[src/rtl/cache_miss_ctrl.sv]
// cache_miss_ctrl: request sequencer for a 2-way set-associative cache with
// one byte per line. Performs the tag lookup, writes back a dirty victim,
// fetches the missing byte, fills the victim way and answers the requester.
//
// Handshakes:
//   - Requester: a request is accepted on a rising edge where req_valid and
//     req_ready are both high. The requester holds req_valid and its payload
//     until that edge. req_ready is high only while the controller is idle.
//   - Response: resp_valid is a one-cycle pulse. resp_rdata and resp_hit are
//     meaningful only while resp_valid is high.
//   - Memory: mem_req and its payload stay asserted until a cycle in which
//     mem_ack is high. That cycle completes the transfer, and mem_rdata is
//     taken in the same cycle. mem_ack is ignored while no transfer is pending.
//
// Optional build macro: CACHE_MISS_CTRL_STATS_EN adds saturating 8-bit
// hit/miss/write-back counters on extra output ports.
//
// dbg_state exposes the FSM state:
//   0=IDLE 1=LOOKUP 2=WRITEBACK 3=FETCH 4=FILL 5=RESPOND.

module cache_miss_ctrl #(
  parameter int ADDR_W = 5,
  parameter int DATA_W = 8
) (
  input  logic              clock,
  input  logic              resetn,
  // requester
  input  logic              req_valid,
  input  logic              req_we,
  input  logic [ADDR_W-1:0] req_addr,
  input  logic [DATA_W-1:0] req_wdata,
  output logic              req_ready,
  output logic              resp_valid,
  output logic [DATA_W-1:0] resp_rdata,
  output logic              resp_hit,
  // cache arrays
  output logic [ADDR_W-1:0] c_addr,
  input  logic              c_hit,
  input  logic              c_hit_way,
  input  logic [DATA_W-1:0] c_rdata,
  input  logic              c_victim_way,
  input  logic              c_victim_dirty,
  input  logic [ADDR_W-3:0] c_victim_tag,
  input  logic [DATA_W-1:0] c_victim_rdata,
  output logic              c_way,
  output logic              c_we_data,
  output logic              c_we_tag,
  output logic              c_dirty,
  output logic [DATA_W-1:0] c_wdata,
  output logic              c_lru_upd,
  // main memory
  output logic              mem_req,
  output logic              mem_we,
  output logic [ADDR_W-1:0] mem_addr,
  output logic [DATA_W-1:0] mem_wdata,
  input  logic              mem_ack,
  input  logic [DATA_W-1:0] mem_rdata,
`ifdef CACHE_MISS_CTRL_STATS_EN
  output logic [7:0]        stat_hits,
  output logic [7:0]        stat_misses,
  output logic [7:0]        stat_wbacks,
`endif
  output logic [2:0]        dbg_state
);

  typedef enum logic [2:0] {
    S_IDLE      = 3'd0,
    S_LOOKUP    = 3'd1,
    S_WRITEBACK = 3'd2,
    S_FETCH     = 3'd3,
    S_FILL      = 3'd4,
    S_RESPOND   = 3'd5
  } state_t;

  state_t              r_state;
  logic                r_we;
  logic [ADDR_W-1:0]   r_addr;
  logic [DATA_W-1:0]   r_wdata;
  logic                r_victim_way;
  logic [ADDR_W-3:0]   r_victim_tag;
  logic [DATA_W-1:0]   r_victim_data;
  logic [DATA_W-1:0]   r_fetch_data;
  logic                r_req_ready;
  logic                r_resp_valid;
  logic [DATA_W-1:0]   r_resp_rdata;
  logic                r_resp_hit;

  // A write miss fills with the requester's byte; a read miss fills with the
  // fetched byte.
  logic [DATA_W-1:0]   w_fill_wdata;
  assign w_fill_wdata = r_we ? r_wdata : r_fetch_data;

  assign req_ready  = r_req_ready;
  assign resp_valid = r_resp_valid;
  assign resp_rdata = r_resp_rdata;
  assign resp_hit   = r_resp_hit;
  assign c_addr     = r_addr;
  assign dbg_state  = r_state;

  // Main sequencer.
  // Latches the request and the victim. Produces the registered
  // ready/response outputs.
  always_ff @(posedge clock or negedge resetn) begin
    if (!resetn) begin
      r_state       <= S_IDLE;
      r_we          <= 1'b0;
      r_addr        <= '0;
      r_wdata       <= '0;
      r_victim_way  <= 1'b0;
      r_victim_tag  <= '0;
      r_victim_data <= '0;
      r_fetch_data  <= '0;
      r_req_ready   <= 1'b0;
      r_resp_valid  <= 1'b0;
      r_resp_rdata  <= '0;
      r_resp_hit    <= 1'b0;
    end else begin
      r_resp_valid <= 1'b0;
      case (r_state)
        S_IDLE: begin
          if (req_valid && r_req_ready) begin
            r_we        <= req_we;
            r_addr      <= req_addr;
            r_wdata     <= req_wdata;
            r_req_ready <= 1'b0;
            r_state     <= S_LOOKUP;
          end else begin
            r_req_ready <= 1'b1;
          end
        end
        S_LOOKUP: begin
          if (c_hit) begin
            r_resp_rdata <= r_we ? r_wdata : c_rdata;
            r_resp_hit   <= 1'b1;
            r_resp_valid <= 1'b1;
            r_state      <= S_RESPOND;
          end else begin
            r_victim_way  <= c_victim_way;
            r_victim_tag  <= c_victim_tag;
            r_victim_data <= c_victim_rdata;
            r_resp_hit    <= 1'b0;
            r_state       <= c_victim_dirty ? S_WRITEBACK : S_FETCH;
          end
        end
        S_WRITEBACK: begin
          if (mem_ack) r_state <= S_FETCH;
        end
        S_FETCH: begin
          if (mem_ack) begin
            r_fetch_data <= mem_rdata;
            r_state      <= S_FILL;
          end
        end
        S_FILL: begin
          r_resp_rdata <= w_fill_wdata;
          r_resp_valid <= 1'b1;
          r_state      <= S_RESPOND;
        end
        S_RESPOND: begin
          r_req_ready <= 1'b1;
          r_state     <= S_IDLE;
        end
        default: begin
          r_req_ready <= 1'b0;
          r_state     <= S_IDLE;
        end
      endcase
    end
  end

  // Cache and memory strobes, decoded from the current state.
  // The hit path reacts to the array's combinational tag match. All strobes
  // follow the state register, so reset drops them immediately.
  always_comb begin
    c_way     = 1'b0;
    c_we_data = 1'b0;
    c_we_tag  = 1'b0;
    c_dirty   = 1'b0;
    c_wdata   = '0;
    c_lru_upd = 1'b0;
    mem_req   = 1'b0;
    mem_we    = 1'b0;
    mem_addr  = '0;
    mem_wdata = '0;
    case (r_state)
      S_LOOKUP: begin
        if (c_hit) begin
          c_lru_upd = 1'b1;
          c_way     = c_hit_way;
          if (r_we) begin
            c_we_data = 1'b1;
            c_dirty   = 1'b1;
            c_wdata   = r_wdata;
          end
        end
      end
      S_WRITEBACK: begin
        mem_req   = 1'b1;
        mem_we    = 1'b1;
        mem_addr  = {r_victim_tag, r_addr[1:0]};
        mem_wdata = r_victim_data;
      end
      S_FETCH: begin
        mem_req  = 1'b1;
        mem_addr = r_addr;
      end
      S_FILL: begin
        c_way     = r_victim_way;
        c_we_tag  = 1'b1;
        c_we_data = 1'b1;
        c_lru_upd = 1'b1;
        c_wdata   = w_fill_wdata;
        c_dirty   = r_we;
      end
      default: begin
      end
    endcase
  end

`ifdef CACHE_MISS_CTRL_STATS_EN
  logic [7:0] r_stat_hits;
  logic [7:0] r_stat_misses;
  logic [7:0] r_stat_wbacks;

  assign stat_hits   = r_stat_hits;
  assign stat_misses = r_stat_misses;
  assign stat_wbacks = r_stat_wbacks;

  // Saturating event counters.
  // Hits and misses are counted at lookup time. Write-backs are counted when
  // their memory acknowledge arrives.
  always_ff @(posedge clock or negedge resetn) begin
    if (!resetn) begin
      r_stat_hits   <= '0;
      r_stat_misses <= '0;
      r_stat_wbacks <= '0;
    end else begin
      if (r_state == S_LOOKUP) begin
        if (c_hit) begin
          if (r_stat_hits != 8'hFF) r_stat_hits <= r_stat_hits + 8'd1;
        end else begin
          if (r_stat_misses != 8'hFF) r_stat_misses <= r_stat_misses + 8'd1;
        end
      end
      if ((r_state == S_WRITEBACK) && mem_ack && (r_stat_wbacks != 8'hFF))
        r_stat_wbacks <= r_stat_wbacks + 8'd1;
    end
  end
`endif

endmodule
[config.mk]
export PLATFORM = sky130hd
export DESIGN_NAME = cache_miss_ctrl
export DESIGN_NICKNAME = d
export VERILOG_FILES = /design/src/rtl/cache_miss_ctrl.sv
export SDC_FILE = /design/constraint.sdc
export NUM_CORES = 1
export LEC_CHECK = 0
export BUFFER_PORTS_ARGS = -buffer_cell sky130_fd_sc_hd__buf_4
export CORE_ASPECT_RATIO = 1.25
export CORE_MARGIN = 4
export CORE_UTILIZATION = 35
export CTS_CLUSTER_SIZE = 40
export DETAILED_ROUTE_END_ITERATION = 10
export PLACE_DENSITY = 0.68
export SYNTH_ARGS = -nofsm -noshare
export SYNTH_HDL_FRONTEND = slang
export SYNTH_SLANG_ARGS = --single-unit
export TNS_END_PERCENT = 30
[constraint.sdc]
create_clock -name clock -period 4.15 [get_ports clock]
set_input_delay 0 -clock clock [delete_from_list [all_inputs] [get_ports clock]]
set_output_delay 0 -clock clock [all_outputs]
set_load 0.05 [all_outputs]
-- Word level (Yosys, flattened, before mapping)
Cells that the tools add are included.
W data, S select, Z words.
- mux-type cells: 28
- reductions and logical operators: 10
- equality and inequality tests: 9
- bitwise logic cells: 1
- operator list (operator ; number):
    $mux W8 ; 6
    $pmux W8 S2 ; 2
    $pmux W3 S5 ; 1
    $mux W3 ; 4
    $pmux W5 S2 ; 1
    $mux W1 ; 9
    $ne A2 B2 Y1 const B ; 4
    $pmux W1 S2 ; 4
    $reduce_and A2 Y1 ; 4
    $eq A3 B2 Y1 const B ; 2
    $eq A3 B3 Y1 const B ; 2
    $reduce_or A4 Y1 ; 1
    $eq A3 B1 Y1 const B ; 1
    $logic_not A3 Y1 ; 1
    $pmux W1 S3 ; 1
    $reduce_and A3 Y1 ; 1
    $reduce_bool A2 Y1 ; 1
    $reduce_or A2 Y1 ; 1
    $logic_and A1 B1 Y1 ; 1
    $not A1 Y1 ; 1
- word-level logic and storage cells: 60
- flip-flop bits (word level): 48

-- Longest topological paths before layout
Gate-level depths: netlist of the first run.
- word-level depth: 3
- gate-level depth with buffers: 7
- mapped depth without buffers: 6

-- Worst setup path before layout of the first run
Ideal clock, no wire load.
- path kind: register to register
- start: register r_state[2], in the netlist dbg_state[2]
- end: register r_resp_rdata[0], in the netlist resp_rdata[0]
- setup time: 0.071 ns
- slack: 1.494 ns
- period minus slack after synthesis: 2.656 ns
- arrival: 2.586 ns
- stages on the path, launching flop included: 8
- required time: 4.079 ns
- path through: dfrtp_1 > buf_2 > nor2b_4 > nand2_1 > inv_2 > nand3_1 > a21oi_1 > a221o_1
- cells in the longest elaborated chain, start to end: 3
- elaborated cells between the ends (all ways): 6
- classes of those cells: 3 x eq/ne; 1 x mux; 2 x reduce/logical
- ends and longest elaborated chain (what ; RTL line ; source):
    start, declared ; 75 ; state_t r_state;
    start signal, assigned ; 142 ; r_state <= c_victim_dirty ? S_WRITEBACK : S_FETCH;
    $eq A3 B1 Y1 or $eq A3 B3 Y1 (tied branches) ; 119 ; case (r_state)
    $ne A2 B2 Y1 (no source line) or $reduce_bool A2 Y1 (tied branches) ; n/a ;
    $reduce_and A2 Y1 (no source line) ; n/a ;
    end signal, assigned ; 133 ; r_resp_rdata <= r_we ? r_wdata : c_rdata;
    end signal, assigned ; 155 ; r_resp_rdata <= w_fill_wdata;
    end, declared ; 85 ; logic [DATA_W-1:0] r_resp_rdata;
Parallel ways exist; a longest one is shown, timed or not.
A chain may end at the register's enable or synchronous reset.

-- Worst setup path in the final report of the first run
- start: register r_state[0], in the netlist dbg_state[0]
- end: register r_victim_data[4]
- cells in the longest elaborated chain, start to end: 2
- ends and longest elaborated chain (what ; RTL line ; source):
    $eq A3 B1 Y1 ; 119 ;
    $reduce_and A2 Y1 (no source line) ; n/a ;
    end signal, assigned ; 140 ; r_victim_data <= c_victim_rdata;
    end, declared ; 81 ; logic [DATA_W-1:0] r_victim_data;
Every way passes these cells.

==> impl_metrics.toml, run 1 <==
[logic_synthesis]
synth.largest_area_cell = "dfrtp_1"
synth_top_area_frac = 0.537
syn-num-nets = 234
synth.cell_area_um2 = 2240
yosys.cell_types.count = 37
synthesis.instances = 185
synth.yosys.seq_area_share = 0.537
ys_ff_latch = 48
syn-mean-instance-area_um2 = 12.1
main_area_contributors_after_synthesis = "dfrtp_1 (54%), mux2_2 (17%), a221o_1 (3.1%)"
yosys_warnings = 0

[timing]
report.final.setup_viol = 0
period_minus_slack_ns = 2.50
max_clock_freq_ghz = 0.400
share_of_the_cycle_needed_by_the_critical_path_after_routing = 0.602
timing.setup.tns_ns = 0
hold_violations = 0
relSlewSlack = 0.396
rsz0062_at_grt = "false"
finalClockSkew_ns = 0.00620
max_slew.worst_pin.slew_ns = 0.901
timing.final.max_slew_violations = 0

[drt]
drt-wirelength-per-cell_um = 16.0
vias = 1937
antenna_violating_nets_post_route = 0
drt_pass1_iterations = 4
drt_iter0_markers = 90
route.detailed.drc = 0
avg_vias_per_cell = 4.76
finalWirelength_um = 6500

[worst_setup_path]
worstReg2RegEnd = "r_victim_data[4]$_DFFE_PN0P_"
series_of_cell_instances_along_the_critical_path = "inv_1 > nor3_2 > mux2_2"
worst_path_dominant_cell_family = "simple AND/OR/NAND/NOR gates"
critical_r2r_launch = "dbg_state[0]$_DFFE_PN0P_"
max_stage_delay_ns = 0.82
worst_ep_arrival_time_ns = 2.69
setup.worst_path.end_class = "flop"
worstPathRequired_ns = 4.34
critPathLaunch = "dbg_state[0]$_DFFE_PN0P_"
r2r_setup_slack_ns = 1.65
critical_path_buf_inv_count = 1
reg2reg_depth = 3
worst_setup_path_start_kind = "flop"
cp_max_stage_cell = "nor3_2"
timing.critical_path.fanout_max = 16
worst-setup-path-type = "flop to flop"

[global_route]
grt_max_degree = 49
grt_first_pass_wirelength_um = 10800
grt_antenna_before_repair = 0
grtUsageTotal = 0.181
grt.overflow.total = 0
vias_in_the_first_global_route = 2146

[clocking]
worst_setup_hold_path_clk_slew_ns = 0.09
clkSinkCount = 48
cts_hold_buf = 43
ctsResizeCount = 0
tritoncts.num_buffers = 5
clockRootBuffer = "clkbuf_8"
setup_repair_bufs_after_cts = 0
tritoncts = "done"
clock_tree.buffer_depth = 2
latest_clock_arrival_within_the_worst_skew_pair_ns = 0.30
cts_max_level = 2

[run_status]
status = "complete, no violations"

[power_and_ir_drop]
areal_power_density_over_the_cells_nw_per_um2 = 778
power_frac_comb = 0.566
p_seq_frac = 0.327
p_switching_mw = 1.32
cellLeakagePower_nw = 1.66
clock_power_share = 0.107
cell_internal_pwr_mw = 1.42
sw_frac_of_total = 0.483
irDropWorstVdd_v = 0.000445

[placed_design]
port_buffers = 95
dpl.hpwl_um = 4370
globalplace.congestion = 0.785

[floorplan]
die_h_um = 97.4
floorplan.core_area_um2 = 6210
initial_utilization = 0.360
floorplan.die.width_um = 79.5
die_area_um2 = 7740
io_pins = 96
rows = 32

[finish]
leading_cell_types_in_the_layout_fill_and_taps_excluded = "buf_4 (95), dfrtp_1 (48), dlygate4sd3_1 (43), mux2_2 (33), a21oi_1 (13)"
syn_to_final_growth_pct = 57.5
utilization = 0.568
drive_gt1_frac = 0.449
final_net_count = 369
layout.cells.most_common = "buf_4"

[min_path]
holdPathStages = 3
hold_class = "primary input to flop"
timing.hold.worst.start = "req_valid"
holdPathEnd = "dbg_state[0]$_DFFE_PN0P_"

[run]
drv.max_cap_violation_count = 0
-- stage by stage --
stage / area [um^2] / power [mW] / cells / setup WS [ns] / hold WS, ns
finish: 3520 / 2.74 / 407 / 1.65 / 0.0697
global route: 3520 / 2.90 / 406 / 1.50 / 0.0745
CTS: 3520 / 2.75 / 406 / 1.66 / 0.0662
detailed placement: 3000 / 2.43 / 355 / 1.68 / 0.0508
global placement: 3000 / 2.40 / 355 / 1.68 / 0.0517
floorplan: 2240 / 2.00 / 185 / 1.49 / -0.296
-- flip-flops by register name (all words and copies together), names as in the netlist, 3 cells and up --
signal         cells
c_addr             5
dbg_state          3
r_victim_data      8
r_wdata            8
r_fetch_data       8
r_victim_tag       3
resp_rdata         8
-- tightest hold or removal path: cells and delay by family --
| family | cells | cell delay (ns) |
|---|---|---|
| compound gates | 2 | 0.21 |
| buf+inv | 1 | 0.12 |
-- logic make-up (layout without fill, tap and decap cells) --
kind of cell           count (synthesis)  in the layout  share of synthesized area
AO/OA/AOI/OAI                         33             33                      0.111
flip-flops                            48             48                      0.537
buffers and inverters                 17            153                     0.0386
other                                  0              1                          0
XOR/XNOR                               1              1                    0.00392
AND/OR/NAND/NOR                       49             49                      0.125
multiplexers                          37             37                      0.184
-- cells in the mapped netlist, drive strengths merged --
cell type / count
xor2: 1
o21a: 2
inv: 6
o32ai: 1
nand2: 12
a211oi: 1
dfrtp: 48
nor3b: 1
and3: 8
nand2b: 2
nor2b: 1
or2: 1
o31ai: 1
buf: 6
mux2: 33
a211o: 1
a2bb2oi: 1
a221o: 7
clkinv: 1
a311oi: 1
nand3: 9
o221a: 1
nor4b: 1
mux2i: 4
clkbuf: 4
nor3: 4
and2: 2
a21oi: 13
o21ai: 4
nor2: 8
-- power by group through the flow --
stage / logic (mW) / clock network (mW) / registers, mW
after global placement: 1.51 / 0 / 0.894
final: 1.55 / 0.293 / 0.895
after global routing: 1.65 / 0.321 / 0.932
after detailed placement: 1.52 / 0 / 0.901
after CTS: 1.56 / 0.302 / 0.892
after floorplan: 0.890 / 0 / 1.11
-- how the worst max path moves through the flow --
stage                     depth (start not counted)                           end
final                                             3  r_victim_data[4]$_DFFE_PN0P_
after global placement                            3  r_victim_data[5]$_DFFE_PN0P_
after detailed placement                          3  r_victim_data[5]$_DFFE_PN0P_
after CTS                                         3  r_victim_data[5]$_DFFE_PN0P_
after floorplan                                   7     resp_rdata[0]$_DFFE_PN0P_
after global routing                              3  r_victim_data[5]$_DFFE_PN0P_
-- routing by layer --
metal  wire length, um  vias up  track usage  part of all wire
met2              3530       47        0.313              0.54
met4               199        0       0.0873             0.031
met1              2480      940        0.206              0.38
met3               288       15       0.0399             0.044
li1                  -      935            -                 -
met5                 0        -            0                 0
-- area by class of cell --
type	count	area (um^2)
Timing Repair Buffer	138	1140
Sequential cell	48	1200
Inverter	7	26.3
Fill cell	536	2680
Multi-Input combinational cell	120	950
Tap cell	85	106
Clock buffer	7	86.3
Clock inverter	1	7.51
Antenna cell	1	2.50
No activity file was read; power rests on OpenSTA's default activity.
==> run 2: changes to the inputs <==
--- a/config.mk
+++ b/config.mk
@@ -11,7 +11,7 @@
 export CORE_UTILIZATION = 35
 export CTS_CLUSTER_SIZE = 40
 export DETAILED_ROUTE_END_ITERATION = 10
-export PLACE_DENSITY = 0.68
+export PLACE_DENSITY = 0.7
 export SYNTH_ARGS = -nofsm -noshare
 export SYNTH_HDL_FRONTEND = slang
 export SYNTH_SLANG_ARGS = --single-unit
==> constraint.sdc (replaced) <==
create_clock -name clock -period 2.2 [get_ports clock]
set_input_delay 0 -clock clock [delete_from_list [all_inputs] [get_ports clock]]
set_output_delay 0 -clock clock [all_outputs]
set_load 0.05 [all_outputs]
==> run 2 against run 1 <==
Net effect: register-to-register slack worse by 1.3 ns; design area is 3.0% higher; wire length up 2.6%; largest cell class unchanged; critical path depth up 2; die area stayed put; setup slack worse by 1.5 ns; clock skew rose by 0.0062 ns; largest power group unchanged; total power grew 93%; first-iteration DRC count rose by 51%; utilization up 1.7 points; final cell count increased by 0.98%.
==> impl_metrics.toml, run 2 (synthesis results as in run 1) <==
[drt]
vias = 2016
route.detailed.drc = 0
antenna_violating_nets_post_route = 0
drt_iter0_markers = 136
drt_pass1_iterations = 4
finalWirelength_um = 6670
drt-wirelength-per-cell_um = 16.2
avg_vias_per_cell = 4.91

[power_and_ir_drop]
clock_power_share = 0.098
areal_power_density_over_the_cells_nw_per_um2 = 1460
p_switching_mw = 2.59
power_frac_comb = 0.589
cellLeakagePower_nw = 1.68
p_seq_frac = 0.312
sw_frac_of_total = 0.489
cell_internal_pwr_mw = 2.71
irDropWorstVdd_v = 0.000853

[worst_setup_path]
timing.critical_path.fanout_max = 19
worstPathRequired_ns = 2.20
worst_setup_path_start_kind = "flop"
worst-setup-path-type = "flop to output port"
setup.worst_path.end_class = "output port"
worst_ep_arrival_time_ns = 2.02

[global_route]
grt_first_pass_wirelength_um = 10900
grt_antenna_before_repair = 0
grt.overflow.total = 0
grtUsageTotal = 0.177
vias_in_the_first_global_route = 2194
grt_max_degree = 49

[floorplan]
rows = 32
die_h_um = 97.4
initial_utilization = 0.360
floorplan.core_area_um2 = 6210
io_pins = 96
die_area_um2 = 7740
floorplan.die.width_um = 79.5

[timing]
max_clock_freq_ghz = 0.495
relSlewSlack = 0.580
hold_violations = 0
fin_hold_ws_ns = 0.0559
period_minus_slack_ns = 2.02
finalWorstSetupSlack_ns = 0.180
report.final.setup_viol = 0
timing.final.max_slew_violations = 0
rsz0062_at_grt = "false"
timing.setup.tns_ns = 0
finalClockSkew_ns = 0.0125
share_of_the_cycle_needed_by_the_critical_path_after_routing = 0.918
max_slew.worst_pin.slew_ns = 0.631

[clocking]
worst_setup_hold_path_clk_slew_ns = 0.09
clock_tree.buffer_depth = 2
tritoncts.num_buffers = 5
latest_clock_arrival_within_the_worst_skew_pair_ns = 0.30
tritoncts = "done"
clkSinkCount = 48
clockRootBuffer = "clkbuf_8"
cts_max_level = 2
setup_repair_bufs_after_cts = 0

[run]
drv.max_cap_violation_count = 0

[finish]
syn_to_final_growth_pct = 62.2
layout.cells.most_common = "buf_4"
drive_gt1_frac = 0.482
antenna_cells = 0
leading_cell_types_in_the_layout_fill_and_taps_excluded = "buf_4 (100), dfrtp_1 (47), dlygate4sd3_1 (43), mux2_2 (33), nand2_1 (11)"
stdcell_area_um2 = 3630
final_cell_count_no_fill = 411
final_net_count = 374

[placed_design]
place_ws_ns = 0.381
port_buffers = 95
globalplace.congestion = 0.734
placed_cells = 360
detailed_place.area_um2 = 3110
dpl.hpwl_um = 4450

[run_status]
status = "complete, no violations"

[min_path]
hold_class = "primary input to flop"
[run 2: cell types whose count changed in the layout (fill, tap and decap cells not counted), sizes merged]
cell | before | now
clkinv | 1 | 2
diode | 1 | 0
buf | 95 | 100
clkbuf | 7 | 6
[run 2: power groups by stage]
stage,logic (mW),clock network (mW),registers [mW]
after global routing,3.29,0.567,1.70
final,3.12,0.521,1.66
after floorplan,1.77,0,2.10
after detailed placement,3.07,0,1.66
after CTS,3.14,0.532,1.64
after global placement,3.03,0,1.64
[run 2: what timing repair did]
action / in CTS / in global routing
endpoints found under the setup margin: 0 / 0
hold endpoints to repair: 90 / 0
gates resized for setup: 0 / 0
hold buffers: 43 / 0
[run 2: metal layers]
| metal | global-route usage | part of all wire |
|---|---|---|
| met3 | 0.0278 | 0.042 |
| met4 | 0.0701 | 0.025 |
| met1 | 0.214 | 0.39 |
| met5 | 0 | 0 |
| met2 | 0.307 | 0.55 |
[run 2: worst max-delay path: stages (launching register included)]
cell	delay, ns
dfrtp_2	0.49
or2_1	0.39
a2bb2oi_4	0.19
buf_4	0.23
a21oi_1	0.18
buf_4	0.23
[run 2: worst paths after layout]
check / startpoint / slack, ns / depth (start not counted) / endpoint
max in group asynchronous: resetn / 1.47 / 2 / dbg_state[2]$_DFFE_PN0P_
min: c_hit / 0.06 / 3 / dbg_state[2]$_DFFE_PN0P_
max reg2reg: dbg_state[1]$_DFFE_PN0P_ / 0.36 / 5 / resp_rdata[5]$_DFFE_PN0P_
max: dbg_state[2]$_DFFE_PN0P_ / 0.18 / 5 / c_we_data
min reg2reg: r_victim_data[1]$_DFFE_PN0P_ / 0.51 / 1 / r_victim_data[1]$_DFFE_PN0P_
min in group asynchronous: resetn / 0.28 / 2 / r_fetch_data[4]$_DFFE_PN0P_
[run 2: cell type report]
cell class                      instances  area, um^2
Clock buffer                            6        72.6
Clock inverter                          2        12.5
Fill cell                             524        2580
Inverter                                7        26.3
Multi-Input combinational cell        120        1030
Sequential cell                        48        1200
Tap cell                               85         106
Timing Repair Buffer                  143        1180
[run 2: stage by stage]
stage / power (mW) / utilization
floorplan: 3.87 / -
global placement: 4.67 / 0.502
detailed placement: 4.73 / 0.502
CTS: 5.31 / 0.585
global route: 5.56 / 0.585
finish: 5.30 / 0.585
==> run 3: changes to the inputs <==
--- a/config.mk
+++ b/config.mk
@@ -6,12 +6,14 @@
 export NUM_CORES = 1
 export LEC_CHECK = 0
 export BUFFER_PORTS_ARGS = -buffer_cell sky130_fd_sc_hd__buf_4
+export CELL_PAD_IN_SITES_DETAIL_PLACEMENT = 1
+export CELL_PAD_IN_SITES_GLOBAL_PLACEMENT = 1
 export CORE_ASPECT_RATIO = 1.25
 export CORE_MARGIN = 4
-export CORE_UTILIZATION = 35
+export CORE_UTILIZATION = 32
 export CTS_CLUSTER_SIZE = 40
 export DETAILED_ROUTE_END_ITERATION = 10
-export PLACE_DENSITY = 0.7
+export PLACE_DENSITY = 0.81
 export SYNTH_ARGS = -nofsm -noshare
 export SYNTH_HDL_FRONTEND = slang
 export SYNTH_SLANG_ARGS = --single-unit
==> run 3 against run 2 <==
Net effect: design area rose by 1.0%; combinational power rose by 4%; register-to-register slack barely moved; sequential share of layout area fell by 0.33 points; first-iteration DRC count fell by 48%; clock skew fell by 0.0051 ns; global-route usage rose by 2.5 points; critical path depth did not move; worst hold slack improved by 0.0096 ns; critical path type unchanged; largest power group unchanged; highest routed layer unchanged.
==> impl_metrics.toml, run 3 (synthesis results as in run 1) <==
[timing]
hold_violations = 0
finalClockSkew_ns = 0.00735
share_of_the_cycle_needed_by_the_critical_path_after_routing = 0.921
rsz0062_at_grt = "false"
timing.setup.tns_ns = 0
period_minus_slack_ns = 2.03
timing.final.max_slew_violations = 0
finalWorstSetupSlack_ns = 0.175
max_clock_freq_ghz = 0.494
max_slew.worst_pin.slew_ns = 0.625
report.final.setup_viol = 0
relSlewSlack = 0.583

[worst_setup_path]
worst_setup_path_start_kind = "flop"
worstPathRequired_ns = 2.20
worst_ep_arrival_time_ns = 2.03
critical_r2r_launch = "r_we$_DFFE_PN0P_"
worst-setup-path-type = "flop to output port"
timing.critical_path.fanout_max = 19
setup.worst_path.end_class = "output port"
critPathLaunch = "dbg_state[2]$_DFFE_PN0P_"

[power_and_ir_drop]
sw_frac_of_total = 0.492
p_switching_mw = 2.71
power.total_mw = 5.50
cell_internal_pwr_mw = 2.80
areal_power_density_over_the_cells_nw_per_um2 = 1500
irDropWorstVdd_v = 0.000605
power_frac_comb = 0.593
cellLeakagePower_nw = 1.71
clock_power_share = 0.104
p_seq_frac = 0.303

[clocking]
clockRootBuffer = "clkbuf_8"
cts_max_level = 2
worst_setup_hold_path_clk_slew_ns = 0.09
clock_tree.buffer_depth = 2
setup_repair_bufs_after_cts = 0
tritoncts = "done"
clkSinkCount = 48
tritoncts.num_buffers = 5
latest_clock_arrival_within_the_worst_skew_pair_ns = 0.29

[global_route]
grt_max_degree = 49
grtUsageTotal = 0.202
grt_first_pass_wirelength_um = 12700
vias_in_the_first_global_route = 2376
grt.overflow.total = 0
grt_antenna_before_repair = 0

[placed_design]
dpl.hpwl_um = 5050
place_ws_ns = 0.412
globalplace.congestion = 0.775
placed_cells = 365
port_buffers = 95

[floorplan]
io_pins = 96
rows = 33
die_h_um = 101
floorplan.die.width_um = 82.8
initial_utilization = 0.334
die_area_um2 = 8400
floorplan.core_area_um2 = 6690

[drt]
drt-wirelength-per-cell_um = 19.4
route.detailed.drc = 0
avg_vias_per_cell = 5.11
finalWirelength_um = 8060
antenna_violating_nets_post_route = 0
vias = 2122
drt_pass1_iterations = 4
drt_iter0_markers = 71

[finish]
utilization = 0.548
final_net_count = 377
final_cell_count_no_fill = 415
layout.cells.most_common = "buf_4"
drive_gt1_frac = 0.488
syn_to_final_growth_pct = 63.9
antenna_cells = 0
leading_cell_types_in_the_layout_fill_and_taps_excluded = "buf_4 (103), dfrtp_1 (47), dlygate4sd3_1 (43), mux2_2 (33), nand2_1 (11)"

[min_path]
timing.hold.worst.start = "c_hit"
hold_class = "primary input to flop"

[run_status]
status = "complete, no violations"

[run]
drv.max_cap_violation_count = 0
-- run 3: cell count changes in the layout (fill, tap and decap cells not counted) --
cell	delta
buf_4	+3
clkbuf_8	+2
clkbuf_1	-1
clkinv_2	-1
clkinvlp_4	-1
-- run 3: critical path: stages (launching register included) --
cell       delay [ns]
dfrtp_2          0.49
or2_1            0.37
a2bb2oi_4        0.18
buf_4            0.24
a21oi_1          0.21
buf_4            0.23
-- run 3: cell type report --
class / instances / area (um^2)
Fill cell: 743 / 3020
Multi-Input combinational cell: 120 / 1030
Sequential cell: 48 / 1200
Timing Repair Buffer: 146 / 1200
Inverter: 7 / 26.3
Clock buffer: 7 / 96.3
Tap cell: 87 / 109
-- run 3: final timing paths --
path	end	slack [ns]	cells after the start
worst max-delay path	c_we_data	0.17	5
worst min-delay path	dbg_state[2]$_DFFE_PN0P_	0.07	3
worst max register to register	resp_rdata[3]$_DFFE_PN0P_	0.35	4
worst min register to register	r_victim_data[2]$_DFFE_PN0P_	0.51	1
max in group asynchronous	dbg_state[2]$_DFFE_PN0P_	1.47	2
min in group asynchronous	resp_rdata[2]$_DFFE_PN0P_	0.27	2
-- run 3: power groups by stage --
stage / combinational (mW) / sequential, mW / clock (mW)
floorplan: 1.77 / 2.10 / 0
global placement: 3.10 / 1.63 / 0
detailed placement: 3.16 / 1.66 / 0
CTS: 3.23 / 1.64 / 0.577
global route: 3.44 / 1.72 / 0.622
finish: 3.26 / 1.66 / 0.572
-- run 3: what timing repair did --
action	4_1_cts	5_1_grt
hold endpoints to repair	90	0
gates resized for setup	0	0
hold buffers	43	0
-- run 3: metal layers --
layer	GRT usage	part of all wire	vias up
li1	-	-	955
met5	0	0	-
met4	0.113	0.050	0
met2	0.350	0.53	72
met1	0.241	0.39	1067
met3	0.0187	0.031	28
-- run 3: stage by stage --
step | hold WS (ns) | cell area, um^2
after floorplan | -0.296 | 2320
after global placement | 0.0568 | 3140
after detailed placement | 0.0589 | 3140
after CTS | 0.0671 | 3670
after global routing | 0.109 | 3670
final | 0.0655 | 3670
